===== config.mk =====
export PLATFORM = sky130hd
export DESIGN_NAME = router_pkt_tx
export DESIGN_NICKNAME = d
export VERILOG_FILES = /design/src/rtl/router_pkg.sv /design/src/rtl/router_tx_buf.sv /design/src/rtl/router_pkt_tx.sv
export SDC_FILE = /design/constraint.sdc
export NUM_CORES = 1
export LEC_CHECK = 0
export CORE_ASPECT_RATIO = 1.75
export CORE_UTILIZATION = 30
export DETAILED_ROUTE_END_ITERATION = 10
export HOLD_SLACK_MARGIN = 0.1
export PLACE_DENSITY = 0.55
export REMOVE_ABC_BUFFERS = 1
export SLEW_MARGIN = 40
export SYNTH_ARGS = -nofsm -noshare
export SYNTH_HDL_FRONTEND = slang
export SYNTH_SLANG_ARGS = --single-unit

===== constraint.sdc =====
create_clock -name clk -period 3.45 [get_ports clk]
set_input_delay 0.69 -clock clk [delete_from_list [all_inputs] [get_ports clk]]
set_output_delay 0.69 -clock clk [all_outputs]
set_load 0.01 [all_outputs]

===== src/rtl/router_pkg.sv =====
// Shared types and constants for the router packet transmitter.
package router_pkg;

  localparam int unsigned ADDR_W    = 2;
  localparam int unsigned LEN_W     = 6;
  localparam int unsigned DATA_W    = 8;
  localparam int unsigned BUF_DEPTH = 64;

  localparam logic [ADDR_W-1:0] ADDR_ILLEGAL = 2'd3;

  typedef enum logic [2:0] {
    TX_IDLE,
    TX_LOAD,
    TX_HEADER,
    TX_PAYLOAD,
    TX_PARITY,
    TX_GAP
  } tx_state_e;

  typedef struct packed {
    logic [LEN_W-1:0]  len;
    logic [ADDR_W-1:0] addr;
  } tx_req_t;

  // Header byte layout on the wire: length in [7:2], destination in [1:0].
  function automatic logic [DATA_W-1:0] pack_header(input logic [LEN_W-1:0]  len,
                                                    input logic [ADDR_W-1:0] addr);
    return {len, addr};
  endfunction

endpackage


===== src/rtl/router_tx_buf.sv =====
// Payload staging buffer: synchronous write at the running write count, combinational read.
module router_tx_buf
  import router_pkg::*;
(
  input  logic              clk,
  input  logic              reset,
  input  logic              clr,
  input  logic              wr_en,
  input  logic [DATA_W-1:0] wr_data,
  input  logic [LEN_W-1:0]  rd_addr,
  output logic [DATA_W-1:0] rd_data,
  output logic [LEN_W-1:0]  wr_cnt
);

  logic [DATA_W-1:0] mem [BUF_DEPTH];

  // Storage carries no reset; contents are only read after being written.
  always_ff @(posedge clk) begin
    if (wr_en) mem[wr_cnt] <= wr_data;
  end

  always_ff @(posedge clk or posedge reset) begin
    if (reset)      wr_cnt <= '0;
    else if (clr)   wr_cnt <= '0;
    else if (wr_en) wr_cnt <= wr_cnt + LEN_W'(1);
  end

  assign rd_data = mem[rd_addr];

endmodule


===== src/rtl/router_pkt_tx.sv =====
// Transmit end of the router packet protocol: buffers a payload, then sends header/payload/parity.
// Optional ROUTER_TX_PARITY_CORRUPT_EN adds corrupt_parity to invert the transmitted parity byte.
module router_pkt_tx
  import router_pkg::*;
#(
  parameter int unsigned MAX_LEN    = 63,
  parameter int unsigned GAP_CYCLES = 3
) (
  input  logic              clk,
  input  logic              reset,
  input  logic              req_valid,
  output logic              req_ready,
  input  logic [ADDR_W-1:0] req_addr,
  input  logic [LEN_W-1:0]  req_len,
  output logic              req_err,
  input  logic [DATA_W-1:0] pld_data,
  input  logic              pld_valid,
  output logic              pld_ready,
  output logic [DATA_W-1:0] data_out,
  output logic              packet_valid,
  input  logic              busy,
  input  logic              err,
`ifdef ROUTER_TX_PARITY_CORRUPT_EN
  input  logic              corrupt_parity,
`endif
  output logic              pkt_done,
  output logic              pkt_err
);

  localparam int unsigned GAP_W = 4;

  tx_state_e         state_q, state_d;
  tx_req_t           req_q, req_d;
  logic [DATA_W-1:0] parity_q, parity_d;
  logic [LEN_W-1:0]  idx_q, idx_d;
  logic [GAP_W-1:0]  gap_q, gap_d;

  logic              req_ready_d, req_err_d, pld_ready_d;
  logic              packet_valid_d, pkt_done_d, pkt_err_d;
  logic [DATA_W-1:0] data_out_d;

  logic              wr_en, buf_clr, req_bad, last_beat;
  logic [LEN_W-1:0]  wr_cnt, rd_addr;
  logic [DATA_W-1:0] rd_data, header, parity_tx;

`ifdef ROUTER_TX_PARITY_CORRUPT_EN
  logic corrupt_q, corrupt_d;
  assign parity_tx = parity_q ^ {DATA_W{corrupt_q}};
`else
  assign parity_tx = parity_q;
`endif

  router_tx_buf u_buf (
    .clk     (clk),
    .reset   (reset),
    .clr     (buf_clr),
    .wr_en   (wr_en),
    .wr_data (pld_data),
    .rd_addr (rd_addr),
    .rd_data (rd_data),
    .wr_cnt  (wr_cnt)
  );

  assign header    = pack_header(req_q.len, req_q.addr);
  assign buf_clr   = (state_q == TX_IDLE);
  assign wr_en     = (state_q == TX_LOAD) && pld_valid && pld_ready;
  assign last_beat = wr_en && ((wr_cnt + LEN_W'(1)) == req_q.len);
  assign req_bad   = (req_addr == ADDR_ILLEGAL) || (req_len == '0) || (32'(req_len) > MAX_LEN);
  // Prefetch address for the byte that goes out after the current consume.
  assign rd_addr   = (state_q == TX_HEADER) ? '0 : idx_q + LEN_W'(1);

  always_comb begin
    state_d        = state_q;
    req_d          = req_q;
    parity_d       = parity_q;
    idx_d          = idx_q;
    gap_d          = gap_q;
    req_ready_d    = req_ready;
    req_err_d      = 1'b0;
    pld_ready_d    = pld_ready;
    data_out_d     = data_out;
    packet_valid_d = packet_valid;
    pkt_done_d     = 1'b0;
    pkt_err_d      = pkt_err;
`ifdef ROUTER_TX_PARITY_CORRUPT_EN
    corrupt_d      = corrupt_q;
`endif

    case (state_q)
      TX_IDLE: begin
        req_ready_d = 1'b1;
        if (req_valid) begin
          req_d = '{len: req_len, addr: req_addr};
`ifdef ROUTER_TX_PARITY_CORRUPT_EN
          corrupt_d = corrupt_parity;
`endif
          if (req_bad) begin
            req_err_d = 1'b1;
          end else begin
            state_d     = TX_LOAD;
            req_ready_d = 1'b0;
            pld_ready_d = 1'b1;
            parity_d    = pack_header(req_len, req_addr);
          end
        end
      end

      TX_LOAD: begin
        if (wr_en) begin
          parity_d = parity_q ^ pld_data;
          if (last_beat) begin
            state_d        = TX_HEADER;
            pld_ready_d    = 1'b0;
            data_out_d     = header;
            packet_valid_d = 1'b1;
          end
        end
      end

      TX_HEADER: begin
        if (!busy) begin
          state_d    = TX_PAYLOAD;
          idx_d      = '0;
          data_out_d = rd_data;
        end
      end

      TX_PAYLOAD: begin
        if (!busy) begin
          if (idx_q == req_q.len - LEN_W'(1)) begin
            state_d        = TX_PARITY;
            data_out_d     = parity_tx;
            packet_valid_d = 1'b0;
          end else begin
            idx_d      = idx_q + LEN_W'(1);
            data_out_d = rd_data;
          end
        end
      end

      TX_PARITY: begin
        if (!busy) begin
          state_d = TX_GAP;
          gap_d   = '0;
        end
      end

      TX_GAP: begin
        if (gap_q == GAP_W'(GAP_CYCLES - 1)) begin
          state_d     = TX_IDLE;
          pkt_done_d  = 1'b1;
          pkt_err_d   = err;
          req_ready_d = 1'b1;
        end else begin
          gap_d = gap_q + GAP_W'(1);
        end
      end

      default: state_d = TX_IDLE;
    endcase
  end

  always_ff @(posedge clk or posedge reset) begin
    if (reset) begin
      state_q      <= TX_IDLE;
      req_q        <= '0;
      parity_q     <= '0;
      idx_q        <= '0;
      gap_q        <= '0;
      req_ready    <= 1'b1;
      req_err      <= 1'b0;
      pld_ready    <= 1'b0;
      data_out     <= '0;
      packet_valid <= 1'b0;
      pkt_done     <= 1'b0;
      pkt_err      <= 1'b0;
`ifdef ROUTER_TX_PARITY_CORRUPT_EN
      corrupt_q    <= 1'b0;
`endif
    end else begin
      state_q      <= state_d;
      req_q        <= req_d;
      parity_q     <= parity_d;
      idx_q        <= idx_d;
      gap_q        <= gap_d;
      req_ready    <= req_ready_d;
      req_err      <= req_err_d;
      pld_ready    <= pld_ready_d;
      data_out     <= data_out_d;
      packet_valid <= packet_valid_d;
      pkt_done     <= pkt_done_d;
      pkt_err      <= pkt_err_d;
`ifdef ROUTER_TX_PARITY_CORRUPT_EN
      corrupt_q    <= corrupt_d;
`endif
    end
  end

endmodule

Yosys cells after proc, flatten, opt, wreduce, memory -nomap -nowiden:

Memory sizes are Yosys's and may differ from the RTL's.
Index checks and enable logic that the tools add are counted.

* eq/ne operators: 20
* bitwise operators: 1
* add/subtract/negate cells: 4
* reduce and logical (&&, ||, !) cells: 23
* mux-type cells: 50

Operator list (number)
* $mux 8: 8
* $mux 6: 6
* $mux 3: 9
* $pmux 8 s3: 1
* $ne 2x2->1 const B: 11
* $pmux 3 s6: 1
* $mux 1: 17
* $pmux 8 s2: 1
* $reduce_and 5->1: 3
* $add 6x1->6 const B: 2
* $eq 6x6->1: 2
* $pmux 6 s2: 1
* $reduce_bool 2->1: 6
* $reduce_and 9->1: 1
* $mux 4: 2
* $pmux 4 s2: 1
* $reduce_and 4->1: 2
* $xor 8x8->8: 1
* $eq 3x2->1 const B: 2
* $eq 3x3->1 const B: 2
* $logic_not 6->1: 1
* $pmux 1 s2: 3
* $reduce_and 2->1: 3
* $sub 6x1->6 const B: 1
* 9 further kinds: 11

* flip-flop bits (word level): 49
* output and inout port bits: 14
* bits in writable memories: 512
* input bits: 22
* memories kept: 1
* word-level logic and storage cells: 113

Memory list
* u_buf.mem: words 64, width 8, read ports 1, clocked after memory_dff 0, write ports 1, RTL line router_tx_buf.sv:15 `logic [DATA_W-1:0] mem [BUF_DEPTH];`

Depth between registers and ports, before layout:

* depth after elaboration: 7
* mapped depth: 13
* gate-level depth less buffers: 10

Modules after synthesis:

From an unflattened synthesis, not the netlist that was laid out.

* cell total of the unflattened synthesis: 1268
* area, all modules: 22975.8 sq um

Modules (own cells, without submodules)
* router_tx_buf: seq. area each 15524.9 sq um, instances 1, cells an instance 987, area an instance 20317.0 sq um
* router_pkt_tx: seq. area each 1077.3 sq um, instances 1, cells an instance 281, area an instance 2658.8 sq um

Worst setup path after synthesis:

No wires, ideal clock.

* path kind: register to register
* start: register idx_q[0]
* end: register data_out[5]
* clock period less this slack: 2.476 ns
* path slack: 0.974 ns
* stages on the path, launching flop included: 12
* setup time: 0.082 ns
* buffers on the path: 4
* arrival: 2.394 ns
* cells stage by stage: dfrtp_1 ha_1 buf_2 inv_1 buf_2 buf_1 clkbuf_1 a21oi_1 a221o_1 o2111ai_1 nand4_1 a31oi_1

* longest elaborated chain between the ends: 6
* elaborated cells on any way between the ends: 8
* those cells by class: add/sub: 1; eq/ne: 1; mux: 5; memory: 1

Ends and longest elaborated chain
* start, declared: RTL line router_pkt_tx.sv:35 `logic [LEN_W-1:0] idx_q, idx_d;`
* start signal, assigned: RTL line router_pkt_tx.sv:184 `idx_q <= idx_d;`
* $add 6x1->6: RTL line router_pkt_tx.sv:70 `assign rd_addr = (state_q == TX_HEADER) ? '0 : idx_q + LEN_W'(1);`
* $mux 6: RTL line router_pkt_tx.sv:70
* $mem_v2 64x8
* $mux 8: RTL line router_pkt_tx.sv:130 `if (idx_q == req_q.len - LEN_W'(1)) begin`
* $mux 8: RTL line router_pkt_tx.sv:129 `if (!busy) begin`
* $pmux 8 s3 (*): RTL line router_pkt_tx.sv:89 `case (state_q)`
* end signal, assigned: RTL line router_pkt_tx.sv:189 `data_out <= data_out_d;`
* end, declared: RTL line router_pkt_tx.sv:19 `output logic [DATA_W-1:0] data_out,`

Every way passes the cells marked *; elsewhere a longest branch is shown, timed or not. The select of a mux whose other input is x is not followed.
A chain may end at the register's enable or synchronous reset.

Final worst setup path:

* start: register state_q[2]
* end: register data_out[2]

* longest elaborated chain between the ends: 6
* elaborated cells on any way between the ends: 18
* those cells by class: eq/ne: 7; mux: 5; reduce/logical: 5; memory: 1

Ends and longest elaborated chain
* start, declared: RTL line router_pkt_tx.sv:32 `tx_state_e state_q, state_d;`
* start signal, assigned: RTL line router_pkt_tx.sv:181 `state_q <= state_d;`
* $eq 3x2->1 or $eq 3x1->1 (tied branches): RTL line router_pkt_tx.sv:70, router_pkt_tx.sv:89, router_pkt_tx.sv:66
* $mux 6 or $logic_and 1x1->1 (tied branches): RTL line router_pkt_tx.sv:70, router_pkt_tx.sv:66
* $mem_v2 64x8 or $logic_and 1x1->1 (tied branches)
* $mux 8 or $logic_and 1x1->1 (tied branches): RTL line router_pkt_tx.sv:130, router_pkt_tx.sv:67
* $mux 8 or $ne 2x2->1 (tied branches)
* $pmux 8 s3 or $reduce_and 5->1 (tied branches)

Several ways; a longest one is shown, not always the timed one. The select of a mux whose other input is x is not followed.

==> summary.txt <==
Timing
  – Fmax: around 300 MHz
  – Unrepaired setup endpoints after global routing: no
  – Slew Viols, Final: 0
  – Final period util: a little over nine tenths
  – Fin. Hold Viols: 0
  – Final setup viols: 0
  – Clk_skew: around 0.020 ns
  – Worst Tran Pin Value: 0.881 ns
  – Rel. slew slack: 41.2%
  – Post-layout min period: 3.34 ns

Clock network
  – Clock-pin slew on the worst setup and hold paths: 0.07 ns
  – CTS hold repair buffers: 0
  – Max Buffers Root-to-Sink: 3
  – Skew-Pair Late Insertion Delay: ~0.6 ns
  – CTS tree: built
  – Clk sinks: between 500 and 600
  – CTS Buf Count: 48
  – H-tree depth: 2
  – CTS Root Cell: clkbuf_16

Global route
  – Grt ovf: 0
  – Number of global-route vias before repair: 15,400
  – Antenna violations before repair: 3
  – Largest net degree at the start of global routing: between 70 and 80
  – First-pass GRT wire length: ~110 mm
  – GRT Total Usage: around 19%

Worst setup path
  – Crit path required time: roughly 3.9 ns
  – CP startpoint: state_q[2]
  – Cell family with the largest share of critical-path delay: compound AO/OA/AOI/OAI gates
  – CP Capture Type: flop
  – FF-to-FF Start: state_q[2]
  – Crit start category: flop
  – Max FO, Critical Path: 20
  – CP max stage cell: a2111oi_0
  – Most used cell, CP: buf_4
  – Crit-path max cell delay: roughly 0.80 ns
  – Critical path data arrival time: between 3 and 4 ns
  – Worst-path cell chain: or3b_1 -> nand2_4 -> a221oi_1 -> nor2_1 -> a2111oi_0 -> buf_4 -> o41ai_1 -> buf_4 -> o31ai_1 -> o21ai_1
  – Setup Crit Path Kind: reg -> reg
  – WP buf/inv: 2

Power
  – Max rail drop VDD: 0.000382 V
  – LEAKAGE: around 9.1 nW
  – Power density over cell area: ~700 nW/µm²
  – Sequential power share: a little over two fifths
  – Power Total: 19.1 mW
  – Combinational power share: 29.6%
  – Clk pwr share: between 20% and 30%
  – Int Pwr: roughly 13 mW
  – NetSw: about 6.4 mW
  – Switching Fraction: between 30% and 40%

Yosys
  – Ys async rst share: between 8 and 9%
  – Post-synth top area cell: edfxtp_1
  – Number of synthesized register bits: 561
  – Synth top area cells: edfxtp_1, dfrtp_1, nand2_1, mux4_2, mux2i_1
  – Post-synth EDFFs: roughly 500
  – Mapped Area: approximately 23,000 µm²
  – Top cell type's share of synthesized area: about 65%
  – Post-synthesis cell type count: just under 90
  – Mapped Cells: between 1,500 and 2,000
  – Sequential element share of the synthesized area: between 70% and 80%
  – Most used DFF post-synth: edfxtp_1
  – Avg Cell Area, Syn: ~14 µm²
  – Ys Warns: 0

Routing
  – Detailed Route Iter0 Violations: about 1,500
  – DR pass1 iterations: 7
  – Drt wl/cell: ~26 µm
  – Routed Wire Length: 73.4 mm
  – DR vias: roughly 15,000
  – Final ANT Viol Nets: 0
  – Drt drc: 0
  – Via density: around 5.4

Cells and area
  – Finished Core Util: approximately 35%
  – Layout cell share with drive strength beyond 1: roughly 18%
  – Area growth, synth to finish: 16.7%
  – Multi-input logic area: between 6000 and 7000 µm²
  – Diode count: 0
  – Filler cell count: around 7,500
  – Layout Nets: approximately 1,800
  – Storage cell area: approximately 17,000 µm²

Placed design
  – RePlAce Congestion: a little over 0.9
  – Port bufs: 35
  – Final HPWL DP: 49.9 mm

Die
  – Initial Utilization: a little under a third
  – Num ports: 36
  – Die area: 79,400 µm²
  – Die W: between 200 and 250 µm
  – CORE AREA: 77,400 µm²
  – Row count: 135
  – Die height: ~370 µm

Run
  – Max-cap violations: 0

Min path
  – Tightest Hold Check Type: in -> async

Outcome
  – Outcome: finished clean
logic make-up after synthesis:
family / Yosys count / share of synthesized area [%]
xor gates and xnor gates: 22 / 0.853
AOI/OAI and AO/OA: 363 / 10.6
buffers and inverters: 128 / 2.65
and+or+nand+nor: 470 / 9.39
DFF: 561 / 70.7
adders and majority gates: 5 / 0.266
muxes: 92 / 5.53
worst reg2reg max path: stages, from the launching register on:
cell and delay, ns:
dfrtp_1 0.59, or3b_1 0.43, nand2_4 0.29, a221oi_1 0.34, nor2_1 0.17, a2111oi_0 0.80, buf_4 0.23, o41ai_1 0.09
buf_4 0.17, o31ai_1 0.06, o21ai_1 0.08
cell usage in the layout (no fill, tap or decap), drive strengths merged, types with 18 or more instances in the layout:
cell type and instances:
buf 162, nor3 32, nand2 183, dfrtp 48
a21oi 83, a31oi 23, a221oi 38, clkbuf 56
o21ai 75, mux2 19, edfxtp 512, clkinv 23
nand3 50, clkdlybuf4s50 27, and3 18, mux4 28
nor2 99, mux2i 45
routing by layer:
metal | vias up | routed length [µm] | global-route usage [%]
met3 | 209 | 3790 | 2.17
met4 | 2 | 4870 | 11.9
li1 | 6638 | - | -
met1 | 7792 | 26100 | 20.5
met2 | 592 | 38600 | 33.5
met5 | - | 8 | 0
through the flow:
step | instance area [µm²] | cells | hold slack [ns] | setup TNS (ns) | setup slack [ns]
detailed placement | 25900 | 2741 | 0.478 | 0 | 0.136
global placement | 25900 | 2741 | 0.471 | -0.0299 | -0.0299
CTS | 27400 | 2826 | 0.430 | 0 | 0.0995
global route | 27400 | 2827 | 0.478 | 0 | 0.0189
floorplan | 22900 | 1526 | 0.474 | -24.58 | -3.32
finish | 27400 | 2827 | 0.432 | 0 | 0.106
cell type report:
cell class                      instances  share of cell area [%]
Tap cell                             1027                    4.69
Sequential cell                       561                    60.6
Multi-Input combinational cell        952                    23.1
Inverter                               13                   0.183
Timing Repair Buffer                  189                    6.08
Clock buffer                           56                    4.57
Clock inverter                         29                   0.845
synthesized netlist by cell type (27+ instances only):
master,number
nand3_1,50
mux2i_1,45
clkbuf_1,48
buf_2,43
nand2_1,181
mux4_2,27
dfrtp_1,48
a221oi_1,38
o21ai_0,71
nor3_1,32
edfxtp_1,512
a21oi_1,83
nor2_1,97
worst paths after layout:
kind / slack (ns) / cells past startpoint / end
max in group asynchronous: 2.40 / 3 / idx_q[0]
min in group clk: 0.48 / 2 / packet_valid
max: 0.11 / 10 / data_out[2]
max reg2reg: 0.11 / 10 / data_out[2]
min reg2reg: 0.48 / 2 / packet_valid
min: 0.43 / 2 / header[0]
power by group through the flow:
stage	registers [mW]	logic (mW)	clock network, mW
floorplan	8.25	3.06	0
CTS	8.16	5.67	5.38
detailed placement	8.30	5.65	0
finish	8.17	5.67	5.29
global placement	8.29	5.58	0
global route	8.20	6.03	5.60
repair_timing:
item | 4_1_cts | 5_1_grt
buffers inserted | 0 | 0
setup endpoints to repair | 0 | 1
gates resized for setup | 0 | 1
sequential cells by signal (all words and copies together) (netlist names), 3 cells and up:
| name | flops |
|---|---|
| u_buf.mem | 512 |
| data_out | 8 |
| header | 8 |
| parity_q | 8 |
| idx_q | 6 |
| u_buf.wr_cnt | 6 |
| gap_q | 4 |
| state_q | 3 |
No activity file was read; power rests on OpenSTA's default activity.
